`src/rtl/bus_arb_pkg.sv`:
```
// Shared types and IDs for the split-capable bus arbiter.
// Imported by the arbiter top and its split tracker.
package bus_arb_pkg;

    localparam int SLAVE_SEL_W = 2;

    typedef enum logic [1:0] {
        IDLE    = 2'd0,
        OWN     = 2'd1,
        RELEASE = 2'd2
    } arb_state_e;

    localparam logic M1 = 1'b0;
    localparam logic M2 = 1'b1;

    localparam logic [SLAVE_SEL_W-1:0] SLV_NONE = 2'd0;
    localparam logic [SLAVE_SEL_W-1:0] SLV_4K1  = 2'd1;
    localparam logic [SLAVE_SEL_W-1:0] SLV_4K2  = 2'd2;
    localparam logic [SLAVE_SEL_W-1:0] SLV_2K   = 2'd3;

endpackage

```
`src/rtl/bus_arbiter_split_tracker.sv`:
```
// Per-master split bookkeeping: parked flag, parked slave ID and
// resume flag, plus the "slave held by the other master" query.
module split_tracker
    import bus_arb_pkg::*;
#(
    parameter int SEL_W      = SLAVE_SEL_W,
    parameter int NUM_SLAVES = 3
) (
    input  logic                  clk,
    input  logic                  reset,
    input  logic                  set_en,
    input  logic                  set_mst,
    input  logic [SEL_W-1:0]      set_id,
    input  logic                  clr_en,
    input  logic                  clr_mst,
    input  logic [NUM_SLAVES-1:0] split_resume,
    input  logic [SEL_W-1:0]      m1_sel,
    input  logic [SEL_W-1:0]      m2_sel,
    output logic [1:0]            split_flag,
    output logic [1:0]            resume_flag,
    output logic                  m1_blocked,
    output logic                  m2_blocked
);

    logic [1:0]            flag_q, flag_d;
    logic [1:0]            res_q, res_d;
    logic [1:0][SEL_W-1:0] id_q, id_d;

    // Resume only lands on a master already parked on that slave;
    // a new split wins over an old state, a grant clears everything.
    always_comb begin
        flag_d = flag_q;
        res_d  = res_q;
        id_d   = id_q;
        for (int m = 0; m < 2; m++) begin
            for (int k = 0; k < NUM_SLAVES; k++) begin
                if (split_resume[k] && flag_q[m] &&
                    id_q[m] == SEL_W'(k + 1)) begin
                    res_d[m] = 1'b1;
                end
            end
        end
        if (set_en) begin
            flag_d[set_mst] = 1'b1;
            id_d[set_mst]   = set_id;
            res_d[set_mst]  = 1'b0;
        end
        if (clr_en) begin
            flag_d[clr_mst] = 1'b0;
            id_d[clr_mst]   = '0;
            res_d[clr_mst]  = 1'b0;
        end
    end

    // Split state registers.
    always_ff @(posedge clk) begin
        if (reset) begin
            flag_q <= '0;
            res_q  <= '0;
            id_q   <= '0;
        end else begin
            flag_q <= flag_d;
            res_q  <= res_d;
            id_q   <= id_d;
        end
    end

    // A slave parked by one master is off-limits to the other.
    always_comb begin
        m1_blocked = flag_q[M2] && (id_q[M2] == m1_sel);
        m2_blocked = flag_q[M1] && (id_q[M1] == m2_sel);
    end

    assign split_flag  = flag_q;
    assign resume_flag = res_q;

endmodule

```
`src/rtl/bus_arbiter_split.sv`:
```
// Round-robin two-master bus arbiter with split transactions,
// abort handling and a hold timeout.
module bus_arbiter_split
    import bus_arb_pkg::*;
#(
    parameter int SLAVE_SEL_W = bus_arb_pkg::SLAVE_SEL_W,
    parameter int NUM_SLAVES  = 3,
    parameter int TIMEOUT     = 255,
    parameter int TIMEOUT_W   = 8
) (
    input  logic                   clk,
    input  logic                   reset,
    input  logic                   m1_request,
    input  logic                   m2_request,
    input  logic [SLAVE_SEL_W-1:0] m1_slave_sel,
    input  logic [SLAVE_SEL_W-1:0] m2_slave_sel,
    input  logic                   trans_done,
    input  logic                   split_req,
    input  logic [NUM_SLAVES-1:0]  split_resume,
    output logic                   m1_grant,
    output logic                   m2_grant,
    output logic                   m1_split,
    output logic                   m2_split,
    output logic                   master_route,
    output logic [SLAVE_SEL_W-1:0] slave_route,
    output logic                   busy,
    output logic                   bus_busy,
    output logic                   timeout
);

    localparam logic [TIMEOUT_W-1:0] TO_LAST = TIMEOUT_W'(TIMEOUT - 1);

    arb_state_e             state_q, state_d;
    logic                   route_q, route_d;
    logic [SLAVE_SEL_W-1:0] slv_q, slv_d;
    logic                   last_q, last_d;
    logic [TIMEOUT_W-1:0]   cnt_q, cnt_d;
    logic                   tout_q, tout_d;

    logic       split_set;
    logic       grant_en;
    logic       win;
    logic       m1_elig;
    logic       m2_elig;
    logic       m1_blocked;
    logic       m2_blocked;
    logic       owner_req;
    logic [1:0] split_flag;
    logic [1:0] resume_flag;

    function automatic logic sel_ok(input logic [SLAVE_SEL_W-1:0] s);
        return (s != '0) && (int'(s) <= NUM_SLAVES);
    endfunction

    split_tracker #(
        .SEL_W      (SLAVE_SEL_W),
        .NUM_SLAVES (NUM_SLAVES)
    ) u_split (
        .clk          (clk),
        .reset        (reset),
        .set_en       (split_set),
        .set_mst      (route_q),
        .set_id       (slv_q),
        .clr_en       (grant_en),
        .clr_mst      (win),
        .split_resume (split_resume),
        .m1_sel       (m1_slave_sel),
        .m2_sel       (m2_slave_sel),
        .split_flag   (split_flag),
        .resume_flag  (resume_flag),
        .m1_blocked   (m1_blocked),
        .m2_blocked   (m2_blocked)
    );

    // Who may take the bus this cycle.
    always_comb begin
        m1_elig = m1_request && sel_ok(m1_slave_sel) &&
                  (!split_flag[M1] || resume_flag[M1]) && !m1_blocked;
        m2_elig = m2_request && sel_ok(m2_slave_sel) &&
                  (!split_flag[M2] || resume_flag[M2]) && !m2_blocked;
        owner_req = (route_q == M2) ? m2_request : m1_request;
    end

    // Winner pick: resumed master first, else the one not granted last.
    always_comb begin
        win = M1;
        if (m1_elig && m2_elig) begin
            if (resume_flag[M1] != resume_flag[M2]) begin
                win = resume_flag[M2] ? M2 : M1;
            end else begin
                win = (last_q == M1) ? M2 : M1;
            end
        end else if (m2_elig) begin
            win = M2;
        end
    end

    // Next-state logic for arbitration, ownership and release.
    always_comb begin
        state_d   = state_q;
        route_d   = route_q;
        slv_d     = slv_q;
        last_d    = last_q;
        cnt_d     = cnt_q;
        tout_d    = 1'b0;
        grant_en  = 1'b0;
        split_set = 1'b0;
        unique case (state_q)
            IDLE: begin
                if (m1_elig || m2_elig) begin
                    grant_en = 1'b1;
                    state_d  = OWN;
                    route_d  = win;
                    slv_d    = (win == M2) ? m2_slave_sel : m1_slave_sel;
                    last_d   = win;
                    cnt_d    = '0;
                end
            end
            OWN: begin
                if (cnt_q != '1) begin
                    cnt_d = cnt_q + 1'b1;
                end
                if (trans_done) begin
                    state_d = RELEASE;
                end else if (split_req) begin
                    state_d   = RELEASE;
                    split_set = 1'b1;
                end else if (!owner_req) begin
                    state_d = RELEASE;
                end else if (cnt_q == TO_LAST) begin
                    state_d = RELEASE;
                    tout_d  = 1'b1;
                end
            end
            RELEASE: begin
                state_d = IDLE;
            end
            default: begin
                state_d = IDLE;
            end
        endcase
    end

    // Arbiter state registers.
    always_ff @(posedge clk) begin
        if (reset) begin
            state_q <= IDLE;
            route_q <= M1;
            slv_q   <= SLV_NONE;
            last_q  <= M2;
            cnt_q   <= '0;
            tout_q  <= 1'b0;
        end else begin
            state_q <= state_d;
            route_q <= route_d;
            slv_q   <= slv_d;
            last_q  <= last_d;
            cnt_q   <= cnt_d;
            tout_q  <= tout_d;
        end
    end

    // Outputs decoded from registered state.
    always_comb begin
        bus_busy     = (state_q == OWN);
        busy         = (state_q != IDLE);
        m1_grant     = bus_busy && (route_q == M1);
        m2_grant     = bus_busy && (route_q == M2);
        master_route = bus_busy && route_q;
        slave_route  = bus_busy ? slv_q : SLV_NONE;
        m1_split     = split_flag[M1];
        m2_split     = split_flag[M2];
        timeout      = tout_q;
    end

endmodule

```
`config.mk`:
```
export PLATFORM = sky130hd
export DESIGN_NAME = bus_arbiter_split
export DESIGN_NICKNAME = d
export VERILOG_FILES = /design/src/rtl/bus_arb_pkg.sv /design/src/rtl/bus_arbiter_split_tracker.sv /design/src/rtl/bus_arbiter_split.sv
export SDC_FILE = /design/constraint.sdc
export NUM_CORES = 1
export LEC_CHECK = 0
export ABC_AREA = 1
export CORE_MARGIN = 2
export CORE_UTILIZATION = 52
export DETAILED_ROUTE_END_ITERATION = 6
export PLACE_DENSITY = 0.78
export SYNTH_ARGS = -nofsm -noshare
export SYNTH_HDL_FRONTEND = slang
export SYNTH_SLANG_ARGS = --single-unit
```
`constraint.sdc`:
```
create_clock -name clk -period 1.7 [get_ports clk]
set_input_delay 0.34 -clock clk [delete_from_list [all_inputs] [get_ports clk]]
set_output_delay 0.34 -clock clk [all_outputs]
set_load 0.01 [all_outputs]
```
Word-level counts from Yosys, hierarchy flattened
Cells that the tools add are included.

cells by class
  equal/unequal tests = 15
  $lt $le $gt $ge = 4
  reductions and logical operators = 41
  add/subtract/negate cells = 1
  div/mod/pow operators = 0
  shift operators = 0
  bitwise operators = 11
  $mul = 0
  muxes and demuxes = 44

operator list
  cell                 count
  $mux 2               13
  $logic_and 1x1->1    25
  $mux 1               20
  $mux 8               2
  $pmux 8 s2           1
  $add 8x1->8 const B  1
  $eq 2x2->1 const B   4
  $eq 8x8->1 const B   1
  $mux 4               2
  $ne 8x8->1 const B   1
  $reduce_bool 2->1    4
  $and 2x2->2          3
  $eq 2x1->1 const B   3
  $ne 5x4->1 const B   1
  $reduce_or 5->1      1
  $and 4x4->4          1
  $bwmux 4             1
  $demux 2 s1          2
  $eq 2x2->1           2
  $logic_not 1->1      4
  $lt 1x2->1 const B   2
  $not 2->2            2
  $not 4->4            1
  $pmux 2 s2           1
  other kinds (11)     18

storage, ports and cells
  register bits = 23
  latch bits = 0
  RAM bits = 0
  word-level logic and storage cells = 126
  memories kept = 0
  output and inout port bits = 10
  memory bits (read-only) = 0

Depth between registers and ports, before layout
  depth after elaboration = 13
  gate-level depth with buffers = 11
  mapped depth without buffers = 11

By module
A second synthesis with hierarchy kept.

second synthesis, totals
  cells, all modules = 211
  area, all modules = 1366.3 um^2

modules (own cells, without submodules)
  module             cells each  area each (um^2)  times used
  bus_arbiter_split  152         942.2             1
  split_tracker      59          424.2             1

Worst setup path after synthesis
OpenSTA, ideal clock, no wires.

  path type = register to register
  start = register cnt_q[0]
  end = register cnt_q[0]
  arrival = 1.247 ns
  path buffers = 0
  library setup time = 0.116 ns
  required time = 1.584 ns
  path slack = 0.337 ns
  cell stages (with the launch flop) = 11
  cells stage by stage = dfxtp_1 > ha_1 > inv_1 > nor2_2 > inv_1 > o21bai_2 > inv_2 > nand2_4 > inv_1 > nor2_1 > nor2_1

between the ends
  cells in the longest elaborated chain, start to end = 3
  elaborated cells between the ends (all ways) = 6

RTL lines
  what                                                   RTL line                                            RTL
  start: declaration                                     bus_arbiter_split.sv:37                             logic [TIMEOUT_W-1:0] cnt_q, cnt_d;
  start signal: assignment                               bus_arbiter_split.sv:158                            cnt_q <= cnt_d;
  $add 8x1->8 / $ne 8x8->1 (equally long branches)       bus_arbiter_split.sv:121, bus_arbiter_split.sv:120
  $mux 8 / $ne 2x1->1 (equally long branches)            --
  $pmux 8 s2 / $reduce_and 3->1 (equally long branches)  --

Several ways; a longest one is shown, not always the timed one. The select of a mux whose other input is x is not followed.
A chain may end at the register's enable or synchronous reset.

Worst setup path after layout
  start = input m2_slave_sel[1]
  end = register u_split.res_q[1] (netlist: u_split.resume_flag[1])

between the ends
  cells in the longest elaborated chain, start to end = 13
  elaborated cells between the ends (all ways) = 21

RTL lines
  what                                                                   RTL line                                                  RTL
  start: declaration                                                     bus_arbiter_split.sv:16                                   input logic [SLAVE_SEL_W-1:0] m2_slave_sel,
  $eq 2x2->1 / $reduce_bool 2->1 (equally long branches)                 bus_arbiter_split_tracker.sv:71, bus_arbiter_split.sv:52
  $logic_and 1x1->1, on equally long branches                            bus_arbiter_split_tracker.sv:71, bus_arbiter_split.sv:79
  $logic_not 1->1 / $logic_and 1x1->1 (equally long branches)            bus_arbiter_split.sv:80, bus_arbiter_split.sv:79
  $logic_and 1x1->1 *                                                    bus_arbiter_split.sv:80                                   (!split_flag[M2] || resume_flag[M2]) && !m2_blocked;
  $mux 1 / $logic_and 1x1->1 (equally long branches)                     bus_arbiter_split.sv:93, bus_arbiter_split.sv:87
  $mux 1                                                                 bus_arbiter_split.sv:87                                   if (m1_elig && m2_elig) begin
  $lt 1x2->1 (not written as such) / $ge 1x1->1 (equally long branches)  bus_arbiter_split_tracker.sv:51                           res_d[clr_mst] = 1'b0;
  $logic_and 1x1->1 (not written as such)                                bus_arbiter_split_tracker.sv:51
  $mux 1 (not written as such)                                           bus_arbiter_split_tracker.sv:51
  $demux 1 s1                                                            --
  $not 2->2 (no line)                                                    --
  $and 2x2->2 (no line)                                                  --
  $mux 2 *                                                               bus_arbiter_split_tracker.sv:48                           if (clr_en) begin
  end signal: assignment                                                 bus_arbiter_split_tracker.sv:63                           res_q <= res_d;
  end: declaration                                                       bus_arbiter_split_tracker.sv:26                           logic [1:0] res_q, res_d;

Mark *: on every way between the ends. The rest lies on a longest branch, timed or not.

==> impl_metrics.py <==
metrics = {
    "sta": {
        "fin_crit_sh_pct": 96.30,
        "relSlewSlack_pct": 75.94,
        "skew_ns": 0.006322,
        "max_freq_mhz": 610.8,
        "holdWs_ns": 0.4759,
        "finalMaxSlewViolations": 0,
        "hold_viol_final": 0,
        "setup_viol": 0,
        "tightest_slew_ns": 0.3576,
        "final.setup.tns_ns": 0,
        "min_period_ns": 1.637,
    },
    "cts": {
        "post-cts-setup-buffers": 0,
        "cts_sinks": 23,
        "clockBufferDepth": 2,
        "tritoncts": "built",
        "cts_root_buf": "clkbuf_4",
        "cts_buffers": 3,
        "htreeDepth": 1,
        "clkTransAtPathRegs_ns": 0.12,
        "clkLatencyLatePin_ns": 0.31,
    },
    "detailed_routing": {
        "wirelength_microns": 3373,
        "ant_nets": 0,
        "dr.pass1.iters": 4,
        "vias": 1387,
        "routedWlPerCell_microns": 12.54,
        "first_iter_violations": 68,
        "route.detailed.drc": 0,
        "viasPerCell": 5.156,
    },
    "floorplanning": {
        "core_sq_mm": 0.002477,
        "start_util_pct": 54.44,
        "io_pins": 23,
        "row_count": 18,
        "die-area_sq_mm": 0.003017,
        "die_w_microns": 54.93,
        "die_y_microns": 54.93,
    },
    "global_route": {
        "grt_start_max_net_pins": 13,
        "grt_pass1_vias": 1273,
        "grt_use_total_pct": 25.45,
        "grt_pass1_wl_microns": 5375,
        "antenna_found_initial": 0,
        "grt_overflow": 0,
    },
    "worst_setup_path": {
        "crit_slowest_cell": "clkdlybuf4s50_1",
        "cpPeakStageDelay_ns": 0.56,
        "crit_chain": "clkdlybuf4s50_1 -> o21ai_1 -> nor2_1 -> inv_1 -> nor2_4 -> nand2_2 -> o21ai_2 -> nor2_1",
        "crit_top_cell": "nor2_1",
        "required_ns": 1.91,
        "cp-start-kind": "input pin",
        "crit_type": "input pin to flop",
        "end_kind": "flop",
        "cp.arrival_ns": 1.84,
        "path_max_fanout": 5,
    },
    "power": {
        "clockPowerShare_pct": 22.1,
        "powerDensity_mw_per_mm2": 657.6,
        "combPwrFrac_pct": 26.0,
        "power_leakage_nw": 0.7137,
        "swShare_pct": 30.74,
        "finalPower_w": 0.001130,
        "p_switching_w": 0.0003475,
        "ir_worst_vdd_mv": 0.5821,
        "p_int_w": 0.0007830,
        "seqPwrFrac_pct": 51.9,
    },
    "finish": {
        "diodes": 0,
        "fin_nets": 255,
        "fin_util_pct": 69.39,
        "regArea_sq_um": 466.7,
        "drive_gt1_share_pct": 19.67,
        "fillers": 206,
        "area_growth_pct": 27.46,
        "multi_input_area_sq_um": 762.0,
    },
    "yosys": {
        "synth_cell_types": 31,
        "synth_compound_area_share_pct": 14.38,
        "yosys_register_bits": 23,
        "synth_xor_area_share_pct": 1.206,
        "muxShareOfSynthArea_pct": 0,
        "synthCells": 202,
        "yosysWarnings": 0,
        "syn_nets": 217,
        "syn_area_sq_mm": 0.001349,
        "synthAdderAreaFrac_pct": 1.855,
        "yosys.area_share.simple_pct": 38.68,
        "synth_top_family_by_area": "simple AND/OR/NAND/NOR gates",
        "synth.avg_cell_area_sq_um": 6.677,
        "yosysSeqAreaShare_pct": 34.14,
    },
    "flow_run": {
        "cap_violations": 0,
    },
    "placed_design": {
        "port_buffers": 22,
        "hpwl_microns": 2770,
        "gp_congestion": 0.9135,
    },
    "hold_path": {
        "hold_class": "flop to flop",
    },
    "run_status": {
        "status": "finished clean",
    },
}
[metal layers]
metal / vias to the layer above / share of wire, % / track usage, %
met3: 4 / 7.9 / 3.495
met4: 0 / 1.5 / 12.20
li1: 718 / - / -
met1: 616 / 46 / 34.45
met5: - / 0 / 0
met2: 49 / 45 / 39.88
[layout by cell type, fill, tap and decap left out, types with 3 or more instances in the layout]
cell type,n
o21ai_0,11
a21oi_1,15
nor2_1,29
nand2_1,37
inv_2,3
clkdlybuf4s50_1,15
inv_1,29
nor3_1,5
clkbuf_4,3
nand3_1,15
nand2_2,5
dfxtp_1,20
clkdlybuf4s15_1,4
buf_4,13
nor2_2,4
[power groups by stage]
stage | clock [W] | sequential [W] | combinational [W]
finish | 0.000250 | 0.000587 | 0.000294
global route | 0.000281 | 0.000590 | 0.000321
CTS | 0.000254 | 0.000585 | 0.000291
detailed placement | 0 | 0.000598 | 0.000298
global placement | 0 | 0.000596 | 0.000287
floorplan | 0 | 0.000593 | 0.000163
[worst max-delay path: cells and delay by family]
kind,cells,cell delay [ns]
AO/OA/AOI/OAI,2,0.35
buffers and inverters,2,0.66
AND/OR/NAND/NOR,4,0.49
[state kept, by name (all words and copies together), names as in the netlist, 2 cells and up]
name / cells
state_q: 2
slv_q: 2
u_split.id_q: 4
cnt_q: 8
u_split.resume_flag: 2
u_split.split_flag: 2
[cell usage after synthesis]
| cell | n | area share (%) |
|---|---|---|
| a21oi_1 | 15 | 5.6 |
| a21oi_2 | 1 | 0.65 |
| a22oi_1 | 1 | 0.56 |
| buf_4 | 1 | 0.56 |
| clkbuf_1 | 1 | 0.28 |
| dfxtp_1 | 23 | 34 |
| ha_1 | 2 | 1.9 |
| inv_1 | 29 | 8.1 |
| inv_2 | 3 | 0.83 |
| nand2_1 | 38 | 11 |
| nand2_2 | 4 | 1.9 |
| nand2_4 | 2 | 1.7 |
| nand3_1 | 15 | 5.6 |
| nand3_2 | 2 | 1.5 |
| nand4_1 | 2 | 0.93 |
| nor2_1 | 30 | 8.3 |
| nor2_2 | 3 | 1.4 |
| nor2_4 | 1 | 0.83 |
| nor2_8 | 1 | 1.5 |
| nor3_1 | 5 | 1.9 |
| nor3_2 | 1 | 0.74 |
| nor3b_1 | 1 | 0.56 |
| nor4_1 | 1 | 0.46 |
| o21ai_0 | 11 | 4.1 |
| o21ai_1 | 1 | 0.37 |
| o21ai_2 | 2 | 1.3 |
| o21bai_2 | 1 | 0.83 |
| o22ai_1 | 1 | 0.46 |
| o31ai_1 | 1 | 0.56 |
| or2_2 | 2 | 0.93 |
| xor2_2 | 1 | 1.2 |
[per-stage QoR]
stage	cells	worst slack [ns]	instance area (sq um)
2_1_floorplan	202	0.3368	1349
3_3_place_gp	265	-0.1637	1693
3_5_place_dp	265	-0.2661	1693
4_1_cts	269	0.05368	1714
5_1_grt	269	-0.004436	1719
6_report	269	0.06292	1719
[timing repair]
| action | 4_1_cts | 5_1_grt |
|---|---|---|
| gates resized for setup | 9 | 12 |
| endpoints found under the setup margin | 7 | 9 |
| hold buffers | 0 | 0 |
[path summary, 6_finish.rpt]
| path | start | endpoint | slack [ns] | cells past startpoint |
|---|---|---|---|---|
| max | m2_slave_sel[1] | u_split.resume_flag[1]$_SDFF_PP0_ | 0.06 | 8 |
| min | slv_q[0]$_SDFFE_PP0P_ | slv_q[0]$_SDFFE_PP0P_ | 0.48 | 2 |
| max reg2reg | cnt_q[0]$_SDFFE_PP0P_ | cnt_q[0]$_SDFFE_PP0P_ | 0.17 | 10 |
| min reg2reg | slv_q[0]$_SDFFE_PP0P_ | slv_q[0]$_SDFFE_PP0P_ | 0.48 | 2 |
[cell type report]
| class | count | share of cell area, % |
|---|---|---|
| Multi-Input combinational cell | 145 | 44.32 |
| Sequential cell | 23 | 27.15 |
| Timing Repair Buffer | 35 | 17.83 |
| Inverter | 32 | 6.987 |
| Tap cell | 30 | 2.183 |
| Clock buffer | 4 | 1.528 |
[kinds of logic after synthesis]
group,Yosys count
adder cells (fa/ha/maj),2
AO/OA/AOI/OAI,34
XOR/XNOR,1
buffers and inverters,34
flip-flops,23
AND/OR/NAND/NOR,108
(Power assumes the default switching activity.)
